File: config.mk
export PLATFORM = sky130hd
export DESIGN_NAME = kgp_control_fsm
export DESIGN_NICKNAME = d
export VERILOG_FILES = /design/src/rtl/kgp_ctrl_pkg.sv /design/src/rtl/kgp_branch_resolve.sv /design/src/rtl/kgp_control_fsm.sv
export SDC_FILE = /design/constraint.sdc
export NUM_CORES = 1
export LEC_CHECK = 0
export ABC_CLOCK_PERIOD_IN_PS = 2400
export BUFFER_PORTS_ARGS = -buffer_cell sky130_fd_sc_hd__buf_2
export CAP_MARGIN = 40
export CORE_ASPECT_RATIO = 0.7
export CORE_MARGIN = 2
export CORE_UTILIZATION = 50
export DETAILED_ROUTE_END_ITERATION = 16
export GPL_TIMING_DRIVEN = 0
export PLACE_DENSITY_LB_ADDON = 0.2
export SLEW_MARGIN = 20
export SYNTH_ARGS = -nofsm -noshare
export SYNTH_HDL_FRONTEND = slang
export SYNTH_HIERARCHICAL = 1
export SYNTH_SLANG_ARGS = --single-unit
File: constraint.sdc
create_clock -name clk -period 2.4 [get_ports clk]
set_clock_uncertainty 0.05 [all_clocks]
set_input_delay 0.24 -clock clk [delete_from_list [all_inputs] [get_ports clk]]
set_output_delay 0.24 -clock clk [all_outputs]
set_load 0.05 [all_outputs]
File: src/rtl/kgp_ctrl_pkg.sv
// Shared encodings for the KGP_RISC multi-cycle control unit.
//   - opcode / funct field values seen from the instruction decoder
//   - control-state encoding (also exported on state_o for debug)
//   - pc_src / wb_src mux select encodings and the ALU add code
//   - legality check for the non-branch instruction classes
package kgp_ctrl_pkg;

  typedef enum logic [2:0] {
    ST_FETCH  = 3'd0,
    ST_DECODE = 3'd1,
    ST_EXEC   = 3'd2,
    ST_MEM    = 3'd3,
    ST_WB     = 3'd4
  } state_t;

  // Opcode classes
  localparam logic [2:0] OP_RTYPE  = 3'b000;
  localparam logic [2:0] OP_IMM    = 3'b001;
  localparam logic [2:0] OP_MEM    = 3'b010;
  localparam logic [2:0] OP_BRANCH = 3'b011;
  localparam logic [2:0] OP_BR     = 3'b100;
  localparam logic [2:0] OP_COND   = 3'b101;

  // R-type funct is passed straight to the ALU: 0000 add .. 1001 shrav.
  localparam logic [3:0] F_RTYPE_MAX = 4'b1001;
  localparam logic [3:0] F_ADDI      = 4'b0000;
  localparam logic [3:0] F_COMPI     = 4'b0001;
  localparam logic [3:0] F_LW        = 4'b0000;
  localparam logic [3:0] F_SW        = 4'b0001;
  localparam logic [3:0] F_B         = 4'b0000;
  localparam logic [3:0] F_BL        = 4'b0001;
  localparam logic [3:0] F_BCY       = 4'b0010;
  localparam logic [3:0] F_BNCY      = 4'b0011;
  localparam logic [3:0] F_BLTZ      = 4'b0000;
  localparam logic [3:0] F_BZ        = 4'b0001;
  localparam logic [3:0] F_BNZ       = 4'b0010;

  localparam logic [3:0] ALU_ADD = 4'b0000;

  localparam logic [1:0] PC_SRC_SEQ   = 2'b00;  // pc + 4
  localparam logic [1:0] PC_SRC_LABEL = 2'b01;  // branch target
  localparam logic [1:0] PC_SRC_REG   = 2'b10;  // reg_1

  localparam logic [1:0] WB_SRC_ALU  = 2'b00;
  localparam logic [1:0] WB_SRC_MEM  = 2'b01;
  localparam logic [1:0] WB_SRC_LINK = 2'b10;  // pc + 4 into r31

  // Legality of ALU / memory classes; branch classes are judged by kgp_branch_resolve.
  function automatic logic alu_class_legal(input logic [2:0] op, input logic [3:0] funct);
    case (op)
      OP_RTYPE: return funct <= F_RTYPE_MAX;
      OP_IMM:   return funct inside {F_ADDI, F_COMPI};
      OP_MEM:   return funct inside {F_LW, F_SW};
      default:  return 1'b0;
    endcase
  endfunction

endpackage

File: src/rtl/kgp_branch_resolve.sv
// Combinational branch resolution for the KGP control unit.
// Ports:
//   op, funct                    in   latched opcode / funct of the current instruction
//   flag_zero/sign/carry         in   ALU and stored flags
//   taken                        out  branch/jump redirects the PC
//   valid                        out  op/funct is a supported branch-class encoding
module kgp_branch_resolve
  import kgp_ctrl_pkg::*;
(
  input  logic [2:0] op,
  input  logic [3:0] funct,
  input  logic       flag_zero,
  input  logic       flag_sign,
  input  logic       flag_carry,
  output logic       taken,
  output logic       valid
);

  // NOTE: every combinational output gets a default before the case so no path leaves it unassigned (no latch).
  always_comb begin
    taken = 1'b0;
    valid = 1'b0;
    case (op)
      OP_BRANCH: begin
        case (funct)
          F_B, F_BL: begin valid = 1'b1; taken = 1'b1;        end
          F_BCY:     begin valid = 1'b1; taken = flag_carry;  end
          F_BNCY:    begin valid = 1'b1; taken = !flag_carry; end
          default:   ;
        endcase
      end
      // Register jump has no funct qualifier.
      OP_BR: begin
        valid = 1'b1;
        taken = 1'b1;
      end
      OP_COND: begin
        case (funct)
          F_BLTZ:  begin valid = 1'b1; taken = flag_sign;  end
          F_BZ:    begin valid = 1'b1; taken = flag_zero;  end
          F_BNZ:   begin valid = 1'b1; taken = !flag_zero; end
          default: ;
        endcase
      end
      default: ;
    endcase
  end

endmodule

File: src/rtl/kgp_control_fsm.sv
// Multi-cycle control unit for the KGP_RISC core.
// Sequences FETCH -> DECODE -> EXEC -> {MEM} -> {WB} -> FETCH, one instruction in flight.
// Optional build macro: KGP_CTRL_PERF_EN adds cycle_cnt / instr_cnt performance counters.
// Parameters:
//   MEM_WAIT_MAX  cycles MEM waits for mem_ack before aborting (1..255)
//   PERF_W        perf counter width (only used with KGP_CTRL_PERF_EN)
// Ports:
//   clk, rst                         clock, synchronous active-high reset
//   op_code, funct_code              decoder fields, latched during DECODE
//   flag_zero/sign/carry             branch condition flags, used in EXEC only
//   mem_ack                          data memory access complete (ignored outside MEM)
//   ir_write, pc_write, pc_src       instruction register / PC update controls
//   alu_op, alu_src_imm              ALU function and B-operand select
//   reg_write, wb_src                register-file write enable and source select
//   mem_rd, mem_wr                   data memory requests, held until ack or abort
//   illegal_op, mem_err              one-cycle error pulses
//   state_o                          current state encoding (debug)
//   cycle_cnt, instr_cnt             perf counters (KGP_CTRL_PERF_EN only)
module kgp_control_fsm
  import kgp_ctrl_pkg::*;
#(
  parameter int MEM_WAIT_MAX = 16,
  parameter int PERF_W       = 32
) (
  input  logic              clk,
  input  logic              rst,
  input  logic [2:0]        op_code,
  input  logic [3:0]        funct_code,
  input  logic              flag_zero,
  input  logic              flag_sign,
  input  logic              flag_carry,
  input  logic              mem_ack,
  output logic              ir_write,
  output logic              pc_write,
  output logic [1:0]        pc_src,
  output logic [3:0]        alu_op,
  output logic              alu_src_imm,
  output logic              reg_write,
  output logic [1:0]        wb_src,
  output logic              mem_rd,
  output logic              mem_wr,
  output logic              illegal_op,
  output logic              mem_err,
  output logic [2:0]        state_o
`ifdef KGP_CTRL_PERF_EN
  ,
  output logic [PERF_W-1:0] cycle_cnt,
  output logic [PERF_W-1:0] instr_cnt
`endif
);

  if (MEM_WAIT_MAX < 1 || MEM_WAIT_MAX > 255 || PERF_W < 1) begin : g_bad_param
    $error("kgp_control_fsm: MEM_WAIT_MAX must be 1..255 and PERF_W >= 1");
  end

  localparam logic [7:0] WAIT_MAX = 8'(MEM_WAIT_MAX);

  state_t     state;
  state_t     state_next;
  logic [2:0] op_q;
  logic [3:0] funct_q;
  logic [7:0] wait_cnt;
  logic       br_taken;
  logic       br_valid;
  logic       legal;
  logic       is_lw;

  kgp_branch_resolve u_branch_resolve (
    .op         (op_q),
    .funct      (funct_q),
    .flag_zero  (flag_zero),
    .flag_sign  (flag_sign),
    .flag_carry (flag_carry),
    .taken      (br_taken),
    .valid      (br_valid)
  );

  assign legal   = alu_class_legal(op_q, funct_q) | br_valid;
  assign is_lw   = (funct_q == F_LW);
  assign state_o = state;

  // NOTE: sequential state uses non-blocking assignments so every register samples pre-edge values.
  always_ff @(posedge clk) begin
    if (rst) begin
      state    <= ST_FETCH;
      // NOTE: op_q/funct_q are reset only for clean debug visibility; DECODE always reloads them before use.
      op_q     <= '0;
      funct_q  <= '0;
      wait_cnt <= '0;
    end else begin
      state <= state_next;
      if (state == ST_DECODE) begin
        op_q    <= op_code;
        funct_q <= funct_code;
      end
      // Counts MEM cycles without ack; cleared whenever MEM is left.
      if (state == ST_MEM && !mem_ack && wait_cnt != WAIT_MAX) begin
        wait_cnt <= wait_cnt + 8'd1;
      end else begin
        wait_cnt <= '0;
      end
    end
  end

  always_comb begin
    state_next  = state;
    ir_write    = 1'b0;
    pc_write    = 1'b0;
    pc_src      = PC_SRC_SEQ;
    alu_op      = ALU_ADD;
    alu_src_imm = 1'b0;
    reg_write   = 1'b0;
    wb_src      = WB_SRC_ALU;
    mem_rd      = 1'b0;
    mem_wr      = 1'b0;
    illegal_op  = 1'b0;
    mem_err     = 1'b0;

    unique case (state)
      ST_FETCH: begin
        ir_write   = 1'b1;
        pc_write   = 1'b1;
        pc_src     = PC_SRC_SEQ;
        state_next = ST_DECODE;
      end

      ST_DECODE: state_next = ST_EXEC;

      ST_EXEC: begin
        state_next = ST_FETCH;
        if (!legal) begin
          illegal_op = 1'b1;
        end else begin
          case (op_q)
            OP_RTYPE: begin
              alu_op     = funct_q;
              state_next = ST_WB;
            end
            OP_IMM: begin
              alu_op      = funct_q;
              alu_src_imm = 1'b1;
              state_next  = ST_WB;
            end
            OP_MEM: begin
              alu_op      = ALU_ADD;
              alu_src_imm = 1'b1;
              state_next  = ST_MEM;
            end
            OP_BRANCH: begin
              pc_src   = PC_SRC_LABEL;
              pc_write = br_taken;
              if (funct_q == F_BL) state_next = ST_WB;
            end
            OP_BR: begin
              pc_src   = PC_SRC_REG;
              pc_write = br_taken;
            end
            OP_COND: begin
              pc_src   = PC_SRC_LABEL;
              pc_write = br_taken;
            end
            default: ;
          endcase
        end
      end

      ST_MEM: begin
        if (wait_cnt == WAIT_MAX) begin
          // Timeout: request already dropped this cycle, report and abandon the instruction.
          mem_err    = 1'b1;
          state_next = ST_FETCH;
        end else begin
          mem_rd = is_lw;
          mem_wr = !is_lw;
          if (mem_ack) state_next = is_lw ? ST_WB : ST_FETCH;
        end
      end

      ST_WB: begin
        reg_write  = 1'b1;
        wb_src     = (op_q == OP_MEM)    ? WB_SRC_MEM  :
                     (op_q == OP_BRANCH) ? WB_SRC_LINK : WB_SRC_ALU;
        state_next = ST_FETCH;
      end

      default: state_next = ST_FETCH;
    endcase

    // Strobes stay quiet while reset is held, even in the cycle before state returns to FETCH.
    if (rst) begin
      ir_write    = 1'b0;
      pc_write    = 1'b0;
      pc_src      = PC_SRC_SEQ;
      alu_op      = ALU_ADD;
      alu_src_imm = 1'b0;
      reg_write   = 1'b0;
      wb_src      = WB_SRC_ALU;
      mem_rd      = 1'b0;
      mem_wr      = 1'b0;
      illegal_op  = 1'b0;
      mem_err     = 1'b0;
    end
  end

`ifdef KGP_CTRL_PERF_EN
  logic instr_done;

  // Completed instruction: any return to FETCH except an illegal-op or timeout exit.
  assign instr_done = (state != ST_FETCH) && (state_next == ST_FETCH) && !illegal_op && !mem_err;

  always_ff @(posedge clk) begin
    if (rst) begin
      cycle_cnt <= '0;
      instr_cnt <= '0;
    end else begin
      cycle_cnt <= cycle_cnt + PERF_W'(1);
      if (instr_done) instr_cnt <= instr_cnt + PERF_W'(1);
    end
  end
`endif

endmodule

==> results of run 1 <==
metal layers:
metal | track usage | routed length (um) | vias to the layer above
met5 | 0 | 0 | -
met4 | 0.0622 | 89 | 0
met3 | 0.0793 | 233 | 10
met2 | 0.452 | 1820 | 53
met1 | 0.313 | 1410 | 567
li1 | - | - | 567
what timing repair did:
item	in CTS	in global routing
resized for setup	36	16
cloned	0	0
endpoints found under the setup margin	10	7
endpoints found under the hold margin	0	0
pin swaps	6	3
setup buffers	12	4
final timing paths:
check,endpoint,slack (ns),cells after the start,start
max,alu_op[0],-0.06,7,funct_q[0]
min,funct_q[1],0.13,3,funct_code[1]
max reg2reg,state_o[0],0.10,7,funct_q[0]
min reg2reg,wait_cnt[0],0.45,1,wait_cnt[0]
where the power goes:
| part | internal [mW] | leakage, nW | switching [mW] |
|---|---|---|---|
| Combinational | 0.182 | 0.536 | 0.236 |
| Sequential | 0.324 | 0.152 | 0.0406 |
| Clock | 0.0924 | 0.0210 | 0.0993 |
| Total | 0.598 | 0.709 | 0.376 |
cells by family after synthesis:
family / after synthesis
and+or+nand+nor: 65
DFF: 18
AOI/OAI and AO/OA: 17
buffers and inverters: 12
xor gates and xnor gates: 8
muxes: 8
adders and majority gates: 2
tightest hold or removal path, cell delays in order:
cell	delay [ns]
buf_2	0.08
mux2i_1	0.06
nor2_1	0.07
cells in the final DEF (no fill, tap or decap), types with 2 or more instances in the layout:
cell type and count:
buf_2 23, nor2_1 20, buf_4 17, dfxtp_1 9, mux2i_1 8, inv_1 5, nor3_1 5, xnor2_1 5
dfxtp_4 5, buf_6 5, and2_1 4, dfxtp_2 4, buf_8 3, nand3_1 3, and3_1 3, xor2_1 3
clkbuf_4 3, or3_1 2, clkbuf_1 2, or2_4 2, nor2b_1 2, nor2_2 2, and2_4 2, nand2_1 2
buf_1 2, nor3_2 2, a311oi_2 2, ha_1 2
final cells by class:
type,instances,area [um2]
Buffer,6,45.0
Clock buffer,4,36.3
Fill cell,141,437
Inverter,5,18.8
Multi-Input combinational cell,100,845
Sequential cell,18,384
Tap cell,32,40.0
Timing Repair Buffer,46,314
sequential cells by signal (all words and copies together), names as in the netlist:
name      flops
wait_cnt      8
op_q          3
state_o       3
funct_q       4
per-stage QoR:
step / cells / area (um2)
after global routing: 211 / 1680
after CTS: 207 / 1610
final: 211 / 1680
after floorplan: 130 / 1160
after global placement: 192 / 1360
after detailed placement: 192 / 1360
==> reports/metrics.cfg, run 1 <==
[cts]
cts.clk_slew.worst_paths_ns=0.11
cts_htree_levels=1
root_buffer=clkbuf_4
cts.sinks=18
clockBufferDepth=2
clkLatencyLatePin_ns=0.29
cts_made_buffers=3
postCtsHoldBufs=0
cts_tree=yes

[timing]
min_period_over_period=1.03
hold_viol=0
period_minus_slack_ns=2.46
setup_viol=6
slew_violations=0
worst_pin_slew_ns=0.573
whs_ns=0.132
slew_headroom=0.618
rsz0062_at_grt=yes
max_freq_mhz=406
layout_setup_ws_ns=-0.0603
fin_setup_tns_ns=-0.167

[global_routing]
grtUsageTotal=0.261
overflow=0
antenna_found_initial=0
grt_max_degree=11
grt_first_pass_wirelength_mm=5.03
grt_pass1_vias=1095

[synthesis]
ys_seq_area_frac=0.328
yosys_warnings=6
synth_flop_cell=dfxtp_1
syn_nets=145
synth_top_area_frac=0.328
synth-compound-area-share=0.147
synthTopCellsByArea=dfxtp_1, nor2_1, mux2i_1
synth_edf_count=0
synth.distinct_cells=46
yosysMostFrequentCell=nor2_1
muxShareOfSynthArea=0.0728
syn_area_mm2=0.00110
synth_top_family_by_area=simple AND/OR/NAND/NOR gates
synth_top_cell_by_area=dfxtp_1
syn_area_per_cell_um2=8.46
synth_xor_area_frac=0.0637
synthAdderAreaFrac=0.0228
yosys.area_share.simple=0.323
ys_ff_latch=18
async_flop_share=0
synthCells=130
synthTopCellsByCount=nor2_1, dfxtp_1, mux2i_1, nor3_1

[drt]
drtIter0Drc=54
viasPerCell=5.67
postRouteAntennaNets=0
drc=0
wl_per_cell_um=16.9
dr_total_vias=1197
first_pass_iters=4
routed_wl_mm=3.56

[die]
io_pins=32
coreArea_mm2=0.00212
rows=14
die_x_um=60.1
dieArea_mm2=0.00260
start_util=0.519
die_h_um=43.2

[run_status]
violations=negative setup slack
status=finished with violations

[place]
place_ws_ns=-0.285
dp.final_hpwl_mm=2.13
gp_congestion=0.782
port_buffers=30

[worst_setup_path]
crit_type=flip-flop to primary output
path_cells=and2_4 > o22a_1 > o22ai_4 > and4b_2 > nor4_4 > and2_1 > buf_6
cp_max_fo=8
setup.worst_path.end_class=primary output
crit_required_ns=2.11
critical_path.top_delay_family=simple AND/OR/NAND/NOR gates
worst_ep_arrival_time_ns=2.17
crit_slowest_cell=dfxtp_4
cp_num_buf_inv=1
startpoint_type=flip-flop
cpPeakStageDelay_ns=0.40

[power_and_ir_drop]
p_per_area_mw_per_mm2=579
p_leak_nw=0.709
finalPower_mw=0.974
ir_drop_v=0.000441

[layout]
fin_util=0.794
n_antenna_cell=0
area_growth_pct=53.0
drive_gt1_frac=0.497
nNetsFinal=195

[hold_path]
hp-class=input port to flip-flop

[job]
drv_cap=0

Power figures use the tool's default switching activity.
==> run 2: changes to the inputs <==
--- a/config.mk
+++ b/config.mk
@@ -5,12 +5,12 @@
 export SDC_FILE = /design/constraint.sdc
 export NUM_CORES = 1
 export LEC_CHECK = 0
-export ABC_CLOCK_PERIOD_IN_PS = 2400
+export ABC_CLOCK_PERIOD_IN_PS = 3000
 export BUFFER_PORTS_ARGS = -buffer_cell sky130_fd_sc_hd__buf_2
 export CAP_MARGIN = 40
 export CORE_ASPECT_RATIO = 0.7
 export CORE_MARGIN = 2
-export CORE_UTILIZATION = 50
+export CORE_UTILIZATION = 54
 export DETAILED_ROUTE_END_ITERATION = 16
 export GPL_TIMING_DRIVEN = 0
 export PLACE_DENSITY_LB_ADDON = 0.2
==> constraint.sdc (replaced) <==
create_clock -name clk -period 3 [get_ports clk]
set_clock_uncertainty 0.05 [all_clocks]
set_input_delay 0.3 -clock clk [delete_from_list [all_inputs] [get_ports clk]]
set_output_delay 0.3 -clock clk [all_outputs]
set_load 0.05 [all_outputs]
==> reports/metrics.cfg, run 2 (same netlist as run 1, synthesis figures left out) <==
[cts]
clockBufferDepth=2  ; unchanged
clkLatencyLatePin_ns=0.29  ; about the same
cts_made_buffers=3  ; unchanged
cts.sinks=18  ; unchanged
postCtsHoldBufs=0  ; unchanged
cts_tree=yes  ; unchanged
cts_htree_levels=1  ; unchanged
cts.clk_slew.worst_paths_ns=0.10  ; was 0.11 ns
root_buffer=clkbuf_4  ; unchanged

[layout]
largest_register=wait_cnt  ; unchanged
drive_gt1_frac=0.299  ; was 0.497
nNetsFinal=180  ; was 195
area_growth_pct=21.3  ; was 53.0%
n_antenna_cell=0  ; unchanged
register_area_um2=362  ; was 384 um2
fillers=159  ; was 141
reg.largest.list=wait_cnt x8, funct_q x4  ; unchanged
final_cell_mix=buf_2, nor2_1, dfxtp_1, nor3_1, mux2i_1  ; was buf_2, nor2_1, buf_4, dfxtp_1, mux2i_1
design_area_mm2=0.00133  ; was 0.00168 mm2
multi_input_area_um2=711  ; was 845 um2
layout_commonest_cell=buf_2  ; unchanged
largest_reg_flops=8  ; unchanged

[die]
start_util=0.583  ; was 0.519
coreArea_mm2=0.00189  ; was 0.00212 mm2
io_pins=32  ; unchanged
dieArea_mm2=0.00242  ; was 0.00260 mm2
die_x_um=57.9  ; was 60.1 um
die_h_um=41.8  ; was 43.2 um
rows=13  ; was 14

[timing]
rsz0062_at_grt=no  ; was yes
period_minus_slack_ns=2.83
fin_setup_tns_ns=0  ; was -0.167 ns
whs_ns=0.192  ; was 0.132 ns
worst_pin_slew_ns=0.518  ; was 0.573 ns
hold_viol=0  ; unchanged
setup_viol=0  ; was 6
layout_setup_ws_ns=0.166  ; was -0.0603 ns
slew_violations=0  ; unchanged
min_period_over_period=0.945
slew_headroom=0.654  ; was 0.618
max_freq_mhz=353

[hold_path]
hp-class=input port to flip-flop  ; unchanged
min-delay-start=funct_code[1]  ; unchanged

[drt]
routed_wl_mm=2.56  ; was 3.56 mm
drtIter0Drc=25  ; was 54
drc=0  ; unchanged
viasPerCell=5.80  ; was 5.67
wl_per_cell_um=13.8  ; was 16.9 um
first_pass_iters=4  ; unchanged
postRouteAntennaNets=0  ; unchanged
dr_total_vias=1079  ; was 1,197

[worst_setup_path]
cp_max_fo=10  ; was 8
startpoint_type=flip-flop  ; unchanged
worst_ep_arrival_time_ns=2.48  ; was 2.17 ns
crit_required_ns=2.65  ; was 2.11 ns
r2r_start=funct_q[1]  ; was funct_q[0]
startpoint=funct_q[1]  ; was funct_q[0]
crit_type=flip-flop to primary output  ; unchanged
setup.worst_path.end_class=primary output  ; unchanged

[place]
gp_congestion=0.841  ; was 0.782
place_ws_ns=0.411  ; was -0.285 ns
post_dp_cell_area_mm2=0.00129  ; was 0.00136 mm2
dp.final_hpwl_mm=1.89  ; was 2.13 mm
port_buffers=30  ; unchanged

[global_routing]
grt_first_pass_wirelength_mm=4.21  ; was 5.03 mm
grt_pass1_vias=930  ; was 1,095
overflow=0  ; unchanged
grt_max_degree=12  ; was 11
antenna_found_initial=0  ; unchanged
grtUsageTotal=0.220  ; was 0.261

[power_and_ir_drop]
ir_drop_v=0.000555  ; was 0.000441 V
p_per_area_mw_per_mm2=489  ; was 579 mW/mm2
finalPower_mw=0.652  ; was 0.974 mW
p_leak_nw=0.593  ; was 0.709 nW

[job]
drv_cap=0  ; unchanged

[run_status]
status=finished clean  ; was finished with violations

[run 2: worst max-delay path, stage by stage (launching register included)]
cell and delay [ns]:
dfxtp_1 0.43, or4_1 0.57, a31oi_1 0.29, o211ai_1 0.14, a2111oi_1 0.43, buf_2 0.33
[run 2: report_power, final]
part | total, mW | switching [mW] | internal [mW]
registers | 0.286 | 0.0300 | 0.256
logic | 0.217 | 0.135 | 0.0818
clock network | 0.148 | 0.0745 | 0.0740
total | 0.652 | 0.239 | 0.412
[run 2: area by class of cell]
cell class                      instances  area share
Clock buffer                            4      0.0272
Buffer                                  7      0.0216
Tap cell                               22      0.0206
Multi-Input combinational cell        100       0.533
Inverter                                5      0.0141
Timing Repair Buffer                   30       0.113
Sequential cell                        18       0.271
[run 2: metrics by stage]
step | util | cells
2_1_floorplan | - | 130
3_3_place_gp | 0.684 | 182
3_5_place_dp | 0.684 | 182
4_1_cts | 0.703 | 186
5_1_grt | 0.707 | 186
6_report | 0.707 | 186
[run 2: timing repair]
action                                 CTS  global route
setup endpoints to repair                0             5
endpoints found under the hold margin    0             0
buffers inserted                         0             0
resized for setup                        0             2
[run 2: worst paths after layout]
kind	to	slack (ns)	cells past startpoint
setup / recovery	pc_write	0.17	5
hold / removal	funct_q[1]	0.19	3
setup reg to reg	state_o[0]	0.68	6
hold reg to reg	wait_cnt[0]	0.42	1
[run 2: metal layers]
layer,track usage,routed length [um],vias up
met2,0.348,1190,32
li1,-,-,540
met1,0.304,1210,505
met5,0,0,-
met3,0.0623,146,2
met4,0.0279,10,0
==> run 3: changes to the inputs <==
--- a/config.mk
+++ b/config.mk
@@ -14,6 +14,7 @@
 export DETAILED_ROUTE_END_ITERATION = 16
 export GPL_TIMING_DRIVEN = 0
 export PLACE_DENSITY_LB_ADDON = 0.2
+export SETUP_SLACK_MARGIN = 0.3
 export SLEW_MARGIN = 20
 export SYNTH_ARGS = -nofsm -noshare
 export SYNTH_HDL_FRONTEND = slang
==> reports/metrics.cfg, run 3 (same netlist as run 1, synthesis figures left out) <==
[run_status]
status=finished clean  ; unchanged

[drt]
postRouteAntennaNets=0  ; unchanged
viasPerCell=5.87  ; was 5.80
drc=0  ; unchanged
dr_total_vias=1091  ; was 1,079
drtIter0Drc=40  ; was 25
first_pass_iters=4  ; unchanged
wl_per_cell_um=15.2  ; was 13.8 um
routed_wl_mm=2.82  ; was 2.56 mm

[timing]
period_minus_slack_ns=2.61  ; was 2.83 ns
rsz0062_at_grt=yes  ; was no
min_period_over_period=0.869  ; was 0.945
slew_violations=0  ; unchanged
hold_viol=0  ; unchanged
slew_headroom=0.640  ; was 0.654
worst_pin_slew_ns=0.533  ; was 0.518 ns
whs_ns=0.188  ; was 0.192 ns
setup_viol=0  ; unchanged
max_freq_mhz=384  ; was 353 MHz
fin_setup_tns_ns=0  ; unchanged

[cts]
post_cts_buffers=0  ; unchanged
cts_htree_levels=1  ; unchanged
postCtsHoldBufs=0  ; unchanged
cts.sinks=18  ; unchanged
cts.clk_slew.worst_paths_ns=0.10  ; about the same
root_buffer=clkbuf_4  ; unchanged
cts_tree=yes  ; unchanged
clockBufferDepth=2  ; unchanged
cts_made_buffers=3  ; unchanged
clkLatencyLatePin_ns=0.29  ; about the same

[layout]
nNetsFinal=180  ; unchanged
n_antenna_cell=0  ; unchanged
layout_commonest_cell=buf_2  ; unchanged
drive_gt1_frac=0.348  ; was 0.299
design_area_mm2=0.00142  ; was 0.00133 mm2
area_growth_pct=29.2  ; was 21.3%
largest_reg_flops=8  ; unchanged
final_cell_mix=buf_2, nor2_1, dfxtp_1, mux2i_1, nor3_1  ; was buf_2, nor2_1, dfxtp_1, nor3_1, mux2i_1
largest_register=wait_cnt  ; unchanged
fin_util=0.753  ; was 0.707
reg.largest.list=wait_cnt x8, funct_q x4  ; unchanged

[worst_setup_path]
crit_type=flip-flop to primary output  ; unchanged
startpoint=op_q[0]  ; was funct_q[1]
worst_ep_arrival_time_ns=2.26  ; was 2.48 ns
reg2reg_depth=5  ; was 6
r2r_start=op_q[0]  ; was funct_q[1]
setup.worst_path.end_class=primary output  ; unchanged
cp_max_fo=10  ; unchanged
startpoint_type=flip-flop  ; unchanged
crit_required_ns=2.65  ; about the same

[power_and_ir_drop]
power.switching_mw=0.259  ; was 0.239 mW
p_leak_nw=0.612  ; was 0.593 nW
p_int_mw=0.424  ; was 0.412 mW
ir_drop_v=0.000425  ; was 0.000555 V
finalPower_mw=0.683  ; was 0.652 mW
pwr-share-seq=0.423  ; was 0.440
p_comb_frac=0.359  ; was 0.333
switching_share=0.379  ; was 0.367
p_clk_frac=0.219  ; was 0.228
p_per_area_mw_per_mm2=481  ; was 489 mW/mm2

[hold_path]
holdPathStages=3  ; unchanged
hp-class=input port to flip-flop  ; unchanged
min-delay-start=funct_code[2]  ; was funct_code[1]

[die]
dieArea_mm2=0.00242  ; unchanged
die_h_um=41.8  ; unchanged
start_util=0.583  ; unchanged
rows=13  ; unchanged
die_x_um=57.9  ; unchanged
io_pins=32  ; unchanged
coreArea_mm2=0.00189  ; unchanged

[global_routing]
antenna_found_initial=0  ; unchanged
grtUsageTotal=0.238  ; was 0.220
grt_pass1_vias=1028  ; was 930
overflow=0  ; unchanged
grt_first_pass_wirelength_mm=4.60  ; was 4.21 mm
grt_max_degree=12  ; unchanged

[place]
post_dp_cell_area_mm2=0.00132  ; was 0.00129 mm2
gp_congestion=0.851  ; was 0.841
dp.final_hpwl_mm=2.08  ; was 1.89 mm
port_buffers=30  ; unchanged

[job]
drv_cap=0  ; unchanged

[run 3: path summary, 6_finish.rpt]
| check | endpoint | slack (ns) |
|---|---|---|
| setup / recovery | pc_write | 0.39 |
| hold / removal | funct_q[2] | 0.19 |
| setup reg to reg | state_o[0] | 0.79 |
| hold reg to reg | wait_cnt[0] | 0.45 |
[run 3: metrics by stage]
stage | std cells | setup slack (ns)
4_1_cts | 186 | 0.254
2_1_floorplan | 130 | 0.185
6_report | 186 | 0.393
5_1_grt | 186 | 0.276
3_3_place_gp | 182 | 0.381
3_5_place_dp | 182 | 0.349
[run 3: per-layer routing]
metal	vias up	wire (um)	track usage
met4	0	27	0.0419
met1	521	1270	0.323
li1	536	-	-
met3	4	142	0.0592
met5	-	0	0
met2	30	1380	0.384
[run 3: power groups by stage]
stage	Clock (mW)	Sequential (mW)	Combinational (mW)
floorplan	0	0.303	0.160
global placement	0	0.288	0.214
detailed placement	0	0.290	0.223
CTS	0.151	0.285	0.227
global route	0.162	0.293	0.260
finish	0.149	0.289	0.245
[run 3: critical path, stage by stage (launching register included)]
cell and delay (ns):
dfxtp_2 0.36, buf_4 0.18, a2111o_1 0.47, a31oi_4 0.23, o211ai_1 0.13, a2111oi_2 0.33, buf_4 0.26
[run 3: area by class of cell]
| class | count | area (um2) |
|---|---|---|
| multi-input combinational | 100 | 766 |
| fill | 157 | 465 |
| sequential | 18 | 368 |
| timing repair buffer | 30 | 173 |
| clock buffer | 4 | 36.3 |
| buffer | 7 | 32.5 |
| tap | 22 | 27.5 |
| inverter | 5 | 18.8 |
[run 3: repair_timing]
item | 4_1_cts | 5_1_grt
pin swaps | 0 | 3
resized for setup | 3 | 24
gates cloned | 0 | 0
endpoints found under the setup margin | 5 | 7
hold endpoints to repair | 0 | 0
